### src/rtl/commit_retire.sv
// Reorder-buffer commit/retire tracker: allocates entries in order, records writeback
// completion per entry, retires up to COMMIT_WIDTH in-order entries per cycle and flushes on exceptions.
module commit_retire #(
  parameter int ROB_DEPTH    = 16,
  parameter int ROB_ID_WIDTH = 4,
  parameter int WB_WIDTH     = 2,
  parameter int COMMIT_WIDTH = 2
) (
  input  logic                             clk,
  input  logic                             rst,
  input  logic [1:0]                       alloc_num,
  output logic                             alloc_ready,
  output logic [ROB_ID_WIDTH-1:0]          alloc_rob_id,
  input  logic                             wb_commit_port_we,
  input  logic                             wb_commit_port_flush,
  input  logic [WB_WIDTH-1:0]              wb_valid,
  input  logic [WB_WIDTH*ROB_ID_WIDTH-1:0] wb_rob_id,
  input  logic [WB_WIDTH-1:0]              wb_has_exception,
  output logic                             commit_feedback_enable,
  output logic                             commit_feedback_flush,
  output logic [1:0]                       commit_num,
  output logic [ROB_ID_WIDTH-1:0]          commit_rob_id,
  output logic                             rob_empty
);
  localparam int CW = ROB_ID_WIDTH + 1;

  typedef enum logic {NORMAL = 1'b0, FLUSH = 1'b1} state_t;

  state_t                  state_reg, state_next;
  logic [ROB_ID_WIDTH-1:0] head_reg, head_next;
  logic [ROB_ID_WIDTH-1:0] tail_reg, tail_next;
  logic [CW-1:0]           count_reg, count_next;
  logic [ROB_DEPTH-1:0]    finished_reg, finished_next;
  logic [ROB_DEPTH-1:0]    exception_reg, exception_next;
  logic [ROB_DEPTH-1:0]    occupied;
  logic [ROB_DEPTH-1:0]    alloc_hit;
  logic [1:0]              alloc_cnt;
  logic                    alloc_fire;
  logic                    wb_enable;
  logic [CW-1:0]           retire_cnt;
  logic                    retire_stop;
  logic [ROB_ID_WIDTH-1:0] retire_idx;
  logic                    exc_at_head;
  logic                    enable_next;
  logic                    flush_next;
  logic [1:0]              num_next;

  assign alloc_ready  = (state_reg == NORMAL) && (count_reg <= CW'(ROB_DEPTH - 2));
  assign alloc_rob_id = tail_reg;
  assign rob_empty    = (count_reg == '0);
  assign alloc_cnt    = (alloc_num > 2'd2) ? 2'd2 : alloc_num;
  assign alloc_fire   = alloc_ready && (alloc_cnt != 2'd0);
  assign wb_enable    = wb_commit_port_we && !wb_commit_port_flush && (state_reg == NORMAL);

  // Per-entry occupancy, allocation clear and writeback merge; allocation only touches free slots.
  generate
    for (genvar gi = 0; gi < ROB_DEPTH; gi++) begin : g_entry
      logic [ROB_ID_WIDTH-1:0] head_off;
      logic [ROB_ID_WIDTH-1:0] tail_off;
      logic                    hit;
      logic                    exc;

      assign head_off      = ROB_ID_WIDTH'(gi) - head_reg;
      assign tail_off      = ROB_ID_WIDTH'(gi) - tail_reg;
      assign occupied[gi]  = ({1'b0, head_off} < count_reg);
      assign alloc_hit[gi] = alloc_fire && (tail_off < ROB_ID_WIDTH'(alloc_cnt));

      always_comb begin
        hit = 1'b0;
        exc = 1'b0;
        for (int c = 0; c < WB_WIDTH; c++) begin
          if (wb_enable && wb_valid[c] && occupied[gi] &&
              (wb_rob_id[c*ROB_ID_WIDTH +: ROB_ID_WIDTH] == ROB_ID_WIDTH'(gi))) begin
            hit = 1'b1;
            exc = wb_has_exception[c];
          end
        end
      end

      assign finished_next[gi]  = ((state_reg == FLUSH) || alloc_hit[gi]) ? 1'b0 :
                                  (hit ? 1'b1 : finished_reg[gi]);
      assign exception_next[gi] = ((state_reg == FLUSH) || alloc_hit[gi]) ? 1'b0 :
                                  (hit ? exc : exception_reg[gi]);
    end
  endgenerate

  // Count the in-order run of clean finished entries from head.
  always_comb begin
    retire_cnt  = '0;
    retire_stop = 1'b0;
    retire_idx  = head_reg;
    for (int k = 0; k < COMMIT_WIDTH; k++) begin
      retire_idx = head_reg + ROB_ID_WIDTH'(k);
      if (!retire_stop && occupied[retire_idx] && finished_reg[retire_idx] &&
          !exception_reg[retire_idx]) begin
        retire_cnt = retire_cnt + CW'(1);
      end else begin
        retire_stop = 1'b1;
      end
    end
    exc_at_head = occupied[head_reg] && finished_reg[head_reg] && exception_reg[head_reg];
  end

  always_comb begin
    state_next  = state_reg;
    head_next   = head_reg;
    tail_next   = tail_reg;
    count_next  = count_reg;
    enable_next = 1'b0;
    flush_next  = 1'b0;
    num_next    = 2'd0;
    case (state_reg)
      NORMAL: begin
        head_next   = head_reg + retire_cnt[ROB_ID_WIDTH-1:0];
        if (alloc_fire) tail_next = tail_reg + ROB_ID_WIDTH'(alloc_cnt);
        count_next  = count_reg + (alloc_fire ? CW'(alloc_cnt) : CW'(0)) - retire_cnt;
        num_next    = retire_cnt[1:0];
        enable_next = (retire_cnt != '0);
        flush_next  = exc_at_head;
        if (exc_at_head) state_next = FLUSH;
      end
      FLUSH: begin
        head_next  = '0;
        tail_next  = '0;
        count_next = '0;
        state_next = NORMAL;
      end
      default: state_next = NORMAL;
    endcase
  end

  always_ff @(posedge clk or negedge rst) begin
    if (!rst) begin
      state_reg              <= NORMAL;
      head_reg               <= '0;
      tail_reg               <= '0;
      count_reg              <= '0;
      finished_reg           <= '0;
      exception_reg          <= '0;
      commit_feedback_enable <= 1'b0;
      commit_feedback_flush  <= 1'b0;
      commit_num             <= 2'd0;
      commit_rob_id          <= '0;
    end else begin
      state_reg              <= state_next;
      head_reg               <= head_next;
      tail_reg               <= tail_next;
      count_reg              <= count_next;
      finished_reg           <= finished_next;
      exception_reg          <= exception_next;
      commit_feedback_enable <= enable_next;
      commit_feedback_flush  <= flush_next;
      commit_num             <= num_next;
      commit_rob_id          <= head_reg;
    end
  end
endmodule

### config.mk
export PLATFORM = sky130hd
export DESIGN_NAME = commit_retire
export DESIGN_NICKNAME = d
export VERILOG_FILES = /design/src/rtl/commit_retire.sv
export SDC_FILE = /design/constraint.sdc
export NUM_CORES = 1
export LEC_CHECK = 0
export CAP_MARGIN = 0
export CORE_UTILIZATION = 56
export DETAILED_ROUTE_END_ITERATION = 6
export PLACE_DENSITY = 0.76
export SLEW_MARGIN = 20
export SYNTH_ARGS = -nofsm -noshare
export SYNTH_HDL_FRONTEND = slang
export SYNTH_SLANG_ARGS = --single-unit
### constraint.sdc
create_clock -name clk -period 8.65 [get_ports clk]
set_input_delay 2.595 -clock clk [delete_from_list [all_inputs] [get_ports clk]]
set_output_delay 2.595 -clock clk [all_outputs]
set_load 0.02 [all_outputs]
---- After elaboration in Yosys (flattened, before gate mapping) ----
Cells that the tools add are included.
Widths: inputs -> output; s select.
word-level totals
  logic and storage cells ................. 431
  output and inout port bits .............. 14
  bits in registers ....................... 54
  bits of input ports ..................... 18
operators by class
  bitwise gates (word level) .............. 1
  reduce and logical (&&, ||, !) cells .... 132
  eq/ne operators ......................... 31
  add/sub/neg operators ................... 38
  $lt $le $gt $ge ......................... 36
  multiplexer cells ....................... 153
operators by type and width
  kind                 number
  $mux 1               138
  $logic_and 1x1->1    92
  $lt 4x5->1           16
  $eq 4x4->1 const B   16
  $lt 4x2->1           16
  $sub 4x4->4 const A  16
  $reduce_bool 2->1    17
  $eq 4x3->1 const B   8
  $sub 3x4->4 const A  8
  $bmux 1 s4           6
  $eq 4x2->1 const B   4
  $logic_or 1x1->1     16
  $pmux 4 s2           2
  $sub 1x4->4 const A  4
  $sub 2x4->4 const A  4
  $lt 4x5->1 const B   2
  $pmux 5 s2           1
  $eq 4x1->1 const B   2
  $logic_not 4->1      2
  $mux 2               3
  $add 5x1->5 const B  1
  $add 5x2->5          1
  $le 5x4->1 const B   1
  $logic_not 5->1      1
  12 further kinds     14

---- Logic depth before layout (Yosys ltp) ----
Gate-level depths: netlist (run 1).
  depth in word-level cells ............... 12
  depth in mapped cells ................... 26
  mapped depth without buffers ............ 25

---- Least setup slack after synthesis (run 1) ----
OpenSTA, ideal clock, no wires.
  path kind ............................... reg2reg
  from .................................... register head_reg[1]
  to ...................................... register count_reg[4]
  arrival ................................. 4858 ps
  cell stages (with the launch flop) ...... 23
  library setup time ...................... 132 ps
  clock period less this slack ............ 4990 ps
  buffers on the path ..................... 3
  data required time ...................... 8518 ps
  setup slack ............................. 3660 ps
  cell sequence ........................... dfrtp_1 buf_4 buf_2 inv_1 ha_1 buf_2 inv_2 ha_1 a2111oi_4 o21ai_0 a41oi_1 o311ai_1 nor4_4 nor3b_1 ha_1 fa_1 fa_1 inv_1 a21oi_1 nor2_1 nor2_1 xor2_1 nor2_1
on the way
  word-level cells in the longest chain between the ends .. 12
  elaborated cells on any way between the ends .. 57
  those cells by class .................... add/sub: 19; order compare: 16; mux: 15; reduce/logical: 7
RTL lines
  what                                                                RTL line  text
  start, declared                                                     30        logic [ROB_ID_WIDTH-1:0] head_reg, head_next;
  start signal, assigned                                              146       head_reg <= head_next;
  parallel branches: the longest is 9 deep, another holds $lt 4x5->1  --
  $mux 5 (*)                                                          94        if (!retire_stop && occupied[retire_idx] && finished_reg[retire_idx] &&
  $sub 5x5->5 (*)                                                     116       count_next = count_reg + (alloc_fire ? CW'(alloc_cnt) : CW'(0)) - retire_cnt;
  $pmux 5 s2 (*)                                                      112       case (state_reg)
  via count_next[4]                                                   32        logic [CW-1:0] count_reg, count_next;
  end signal, assigned                                                148       count_reg <= count_next;
  end, declared                                                       32
Mark *: on every way through the listed nets, which the timed path passes. The select of a mux whose other input is x is not followed.
A chain may end at the register's enable or synchronous reset.

---- Worst setup path in the final report (run 1) ----
Ends and elaborated chain as after synthesis.

==> impl_metrics.tcl, run 1 <==
set metrics [dict create \
    cp-start-kind "register" \
    setup_viol 0 \
    htree_levels 2 \
    ys_types 70 \
    ios 32 \
    rows 34 \
    crit_arrival_ps 6500 \
    fin_util_pct 63.97 \
    drt_iter0_markers 384 \
    crit_fanout 24 \
    status "finished with violations" \
    min_path_type "reg -> reg" \
    initial_core_util_pct 58.70 \
    fin_crit_ps 6310 \
    antenna_found_initial 0 \
    clockBufferDepth 2 \
    grt_usage_pct 31.44 \
    worstSkewPairLatency_ps 310 \
    fillers 812 \
    via_per_inst 6.539 \
    synth_top_family_by_area "compound AO/OA/AOI/OAI gates" \
    area_growth_pct 8.991 \
    tightest_slew_ps 968.5 \
    syn_inst 601 \
    max_cap_viol_count 0 \
    synth_xor_area_share_pct 4.196 \
    skew_ps 9.241 \
    synth_area_leaders "dfrtp_1, ha_1, nor2_1" \
    die-height_um 98.54 \
    wl_per_cell_um 20.02 \
    grt_pass1_vias 4683 \
    nets 700 \
    ant_nets 0 \
    crit_path_end_kind "register" \
    avgSynthCellArea_um2 8.683 \
    clock-sinks 53 \
    yosys_warnings 0 \
    final_cell_mix "nor2_1, ha_1, dfrtp_1" \
    clk_pin_slew_worst_paths_ps 100 \
    drtPass1Iterations 7 \
    synthMuxAreaShare_pct 7.049 \
    grt_max_degree 54 \
    core_area_um2 8891 \
    tns_ps 0 \
    cp.required_ps 8840 \
    fin_area_um2 5688 \
    synth-simple-area-share_pct 19.59 \
    fmaxAchievable_mhz 158.5 \
    antenna-diode-count 0 \
    synth_nets 685 \
    slew_violations 0 \
    numPortBuffers 31 \
    cts_buffers 5 \
    cts_resized 0 \
    synth_seq_cells 53 \
    async_flop_share_pct 100.0 \
    pre_cts_slack_ps 2419 \
    cts_setup_buffers 0 \
    gp_congestion 1.001 \
    path_class "reg -> reg" \
    die-area_um2 9709 \
    grt_pass1_wl_um 23640 \
    seq_area_frac_synth_pct 25.41 \
    routed_wl_um 14510 \
    drc_errors 1 \
    synth_fa_ha_area_share_pct 16.54 \
    hpwl_um 11280 \
    grt_overflow 0 \
    synth_edf_count 0 \
    cts.hold.buffers_added 0 \
    min_period_over_period_pct 72.95 \
    cts_root_buffer "clkbuf_8" \
    netlist_area_um2 5219 \
    vias 4741 \
    drive_gt1_share_pct 6.969 \
    synth_top_area_cell "dfrtp_1" \
    synth_compound_area_share_pct 21.22 \
    hold_viol_final 0 \
    cts_tree "built" \
    slew_headroom_pct 34.59 \
    timing.final.ws_setup_ps 2340 \
    place_area_um2 5568 \
    final_common_cell "nor2_1" \
    die_x_um 98.54 \
    synth_ff_type "dfrtp_1" \
    violations "design-rule violations" \
    netlist.area_leader.share_pct 25.41 \
    rsz0062_at_grt "false" \
]
## per-layer routing
metal | vias up | GRT usage (%) | wire length [um] | part of all wire (%)
li1 | 2231 | - | - | -
met1 | 2294 | 43.55 | 6474 | 45
met2 | 180 | 50.11 | 6615 | 46
met3 | 36 | 4.468 | 929 | 6.4
met4 | 0 | 12.28 | 493 | 3.4
met5 | - | 0 | 0 | 0
## cell families (layout without fill, tap and decap cells)
| group | after synthesis | after routing |
|---|---|---|
| compound gates | 153 | 153 |
| flops | 53 | 53 |
| fa+ha+maj | 66 | 66 |
| simple gates | 202 | 202 |
| buf+inv | 79 | 95 |
| xor+xnor | 25 | 25 |
| mux | 23 | 23 |
## worst paths after layout
path,depth (start not counted),slack (ps),start,endpoint
worst max-delay path,19,2340,head_reg[1],count_reg[4]
worst min-delay path,1,540,finished_reg[8],finished_reg[8]
worst max register to register,19,2340,head_reg[1],count_reg[4]
worst min register to register,1,540,finished_reg[8],finished_reg[8]
max in group asynchronous,2,5770,rst,finished_reg[14]
min in group asynchronous,2,2410,rst,commit_rob_id[3]
## through the flow
stage | instances | hold WS (ps)
floorplan | 601 | 441.1
global placement | 717 | 500.5
detailed placement | 717 | 514.3
CTS | 725 | 534.3
global route | 725 | 557.1
finish | 725 | 542.8
## synthesized netlist by cell type (4+ instances only)
| cell type | count |
|---|---|
| a2111oi_0 | 5 |
| nor4_1 | 5 |
| fa_1 | 5 |
| mux2i_1 | 9 |
| nor3_1 | 26 |
| or3_1 | 16 |
| xnor2_1 | 14 |
| o22ai_1 | 6 |
| o21ai_0 | 17 |
| a221oi_1 | 4 |
| ha_1 | 61 |
| dfrtp_1 | 53 |
| a31oi_1 | 16 |
| buf_2 | 4 |
| or2_2 | 4 |
| nand2b_1 | 5 |
| nand3_1 | 12 |
| a211oi_1 | 4 |
| nor2b_1 | 17 |
| nor3b_1 | 4 |
| o21a_1 | 9 |
| mux4_2 | 8 |
| o221a_2 | 7 |
| a21oi_1 | 37 |
| xor2_1 | 11 |
| o221ai_1 | 6 |
| mux2_2 | 4 |
| inv_1 | 49 |
| clkbuf_1 | 17 |
| o31ai_1 | 4 |
| nor2_1 | 64 |
| o311ai_0 | 4 |
| nand2_1 | 33 |
## worst max-delay path, cell delays in order, from the launching register on
cell       delay [ps]
dfrtp_1           980
inv_1             420
ha_1              850
inv_2             180
ha_1              420
a2111oi_0         400
or3_1             250
a31oi_1           100
o2bb2ai_1         260
nor4_4            360
nor3b_1           240
ha_1              310
fa_1              500
fa_1              480
inv_1              70
a21oi_1            60
nor2_1             80
nor2_1             50
xor2_1            120
nor2_1             50
## area by class of cell
| class | instances | area (um2) | share of cell area, % |
|---|---|---|---|
| clock buffers | 6 | 82.58 | 1.452 |
| clock inverters | 2 | 37.54 | 0.6599 |
| inverters | 53 | 198.9 | 3.498 |
| multi-input cells | 469 | 3580 | 62.93 |
| flip-flops and latches | 53 | 1326 | 23.32 |
| well taps | 108 | 135.1 | 2.376 |
| repair buffers | 34 | 327.8 | 5.763 |
Power of run 1 is left out: the tool's default activity adds up to more than one toggle a clock period on the data nets, which glitch-free logic cannot reach.
==> run 2, diff against run 1 <==
--- a/config.mk
+++ b/config.mk
@@ -6,9 +6,9 @@
 export NUM_CORES = 1
 export LEC_CHECK = 0
 export CAP_MARGIN = 0
-export CORE_UTILIZATION = 56
+export CORE_UTILIZATION = 55
 export DETAILED_ROUTE_END_ITERATION = 6
-export PLACE_DENSITY = 0.76
+export PLACE_DENSITY = 0.78
 export SLEW_MARGIN = 20
 export SYNTH_ARGS = -nofsm -noshare
 export SYNTH_HDL_FRONTEND = slang
==> constraint.sdc (replaced) <==
create_clock -name clk -period 5.3 [get_ports clk]
set_input_delay 1.59 -clock clk [delete_from_list [all_inputs] [get_ports clk]]
set_output_delay 1.59 -clock clk [all_outputs]
set_load 0.02 [all_outputs]
==> run 2 against run 1 <==
Compared with the run above:
- the run now ends clean
- non-clock buffer count increased by 10
- critical path depth did not move
- core utilization fell by 1.0 points
- largest cell class unchanged
==> impl_metrics.tcl, run 2 (synthesis gave the netlist of run 1 again) <==
set metrics [dict create \
    wl_per_cell_um 20.00 \
    grt_pass1_vias 4660 \
    nets 710 \
    grt_max_degree 54 \
    drt_iter0_markers 522 \
    critical_path.slowest_cell "fa_1" \
    setup_viol 0 \
    via_per_inst 6.598 \
    slew_headroom_pct 33.70 \
    crit_path_end_kind "register" \
    skew_ps 8.044 \
    path_class "reg -> reg" \
    slew_violations 0 \
    cp_num_buf_inv 2 \
    critical-path-max-stage-delay_ps 500 \
    min_period_over_period_pct 94.94 \
    crit_arrival_ps 5240 \
    worstSkewPairLatency_ps 330 \
    status "complete, no violations" \
    core_area_um2 9196 \
    drc_errors 0 \
    grt_pass1_wl_um 23700 \
    final_common_cell "nor2_1" \
    hpwl_um 11020 \
    cts_buffers 5 \
    antenna-diode-count 0 \
    clockBufferDepth 2 \
    fin_crit_ps 5032 \
    rsz0062_at_grt "false" \
    die-height_um 99.41 \
    die_x_um 99.41 \
    clock-sinks 53 \
    cts_root_buffer "clkbuf_8" \
    clk_pin_slew_worst_paths_ps 110 \
    ant_nets 0 \
    drive_gt1_share_pct 9.569 \
    tightest_slew_ps 987.9 \
    tns_ps 0 \
    vias 4869 \
    crit_fanout 6 \
    numPortBuffers 31 \
    fmaxAchievable_mhz 198.7 \
    htree_levels 2 \
    grt_usage_pct 30.68 \
    max_cap_viol_count 0 \
    hold_depth 0 \
    path_cells "clkinv_1, ha_1, ha_1, or3_1, o221ai_1, nor4b_1, a31oi_1, o2bb2ai_1, nor4_4, nor3b_1, ha_1, fa_1, fa_1, inv_1, a21oi_1, nor2_1, nor2_1, xor2_1, nor2_1" \
    dp_cells 728 \
    layout.cells.non_filler 738 \
    seqCellArea_um2 1328 \
    rows 35 \
    min_path_type "reg -> reg" \
    cp.required_ps 5510 \
    area_growth_pct 10.93 \
    worst_r2r_path_depth 19 \
    final_cell_mix "nor2_1, ha_1, dfrtp_1" \
    hold_viol_final 0 \
    multiInputGateArea_um2 3613 \
    path_depth 19 \
    antenna_found_initial 0 \
    cp-start-kind "register" \
    fin_util_pct 62.95 \
    initial_core_util_pct 56.75 \
    ios 32 \
    fillers 780 \
    routed_wl_um 14760 \
    drtPass1Iterations 5 \
    crit_family "adder cells" \
    grt_overflow 0 \
    gp_congestion 0.9855 \
    cts_tree "built" \
    die-area_um2 9882 \
    cts.hold.buffers_added 0 \
]
[run 2: through the flow]
step                hold slack [ps]  setup WS, ps  cell area, um2
floorplan                     441.1         310.4            5219
global placement              499.3         371.3            5632
detailed placement            509.9         262.3            5632
CTS                           535.4         213.5            5732
global route                  512.8         8.084            5789
finish                        491.7         268.2            5789
[run 2: area by class of cell]
class                      instances  area share [%]
multi-input combinational        469           62.42
sequential                        53           22.93
timing repair buffer              44           7.024
inverter                          53           3.501
tap                              111           2.399
clock buffer                       6           1.426
clock inverter                     2          0.3026
[run 2: routing by layer]
metal  global-route usage [%]  wire (um)
met5                        0          0
met4                    13.24        581
met3                    4.919       1262
met2                    47.38       6689
met1                    42.77       6224
[run 2: timing repair]
action / CTS / global route
resized for setup: 0 / 11
endpoints found under the setup margin: 0 / 2
setup buffers: 0 / 2
[run 2: path summary, 6_finish.rpt]
kind | startpoint | end | slack [ps]
max | head_reg[2] | count_reg[4] | 270
max in group asynchronous | rst | head_reg[2] | 3410
min | head_reg[2] | commit_rob_id[2] | 490
min reg2reg | head_reg[2] | commit_rob_id[2] | 490
max reg2reg | head_reg[2] | count_reg[4] | 270
min in group asynchronous | rst | finished_reg[9] | 1360
Power of run 2 is left out for the same reason.
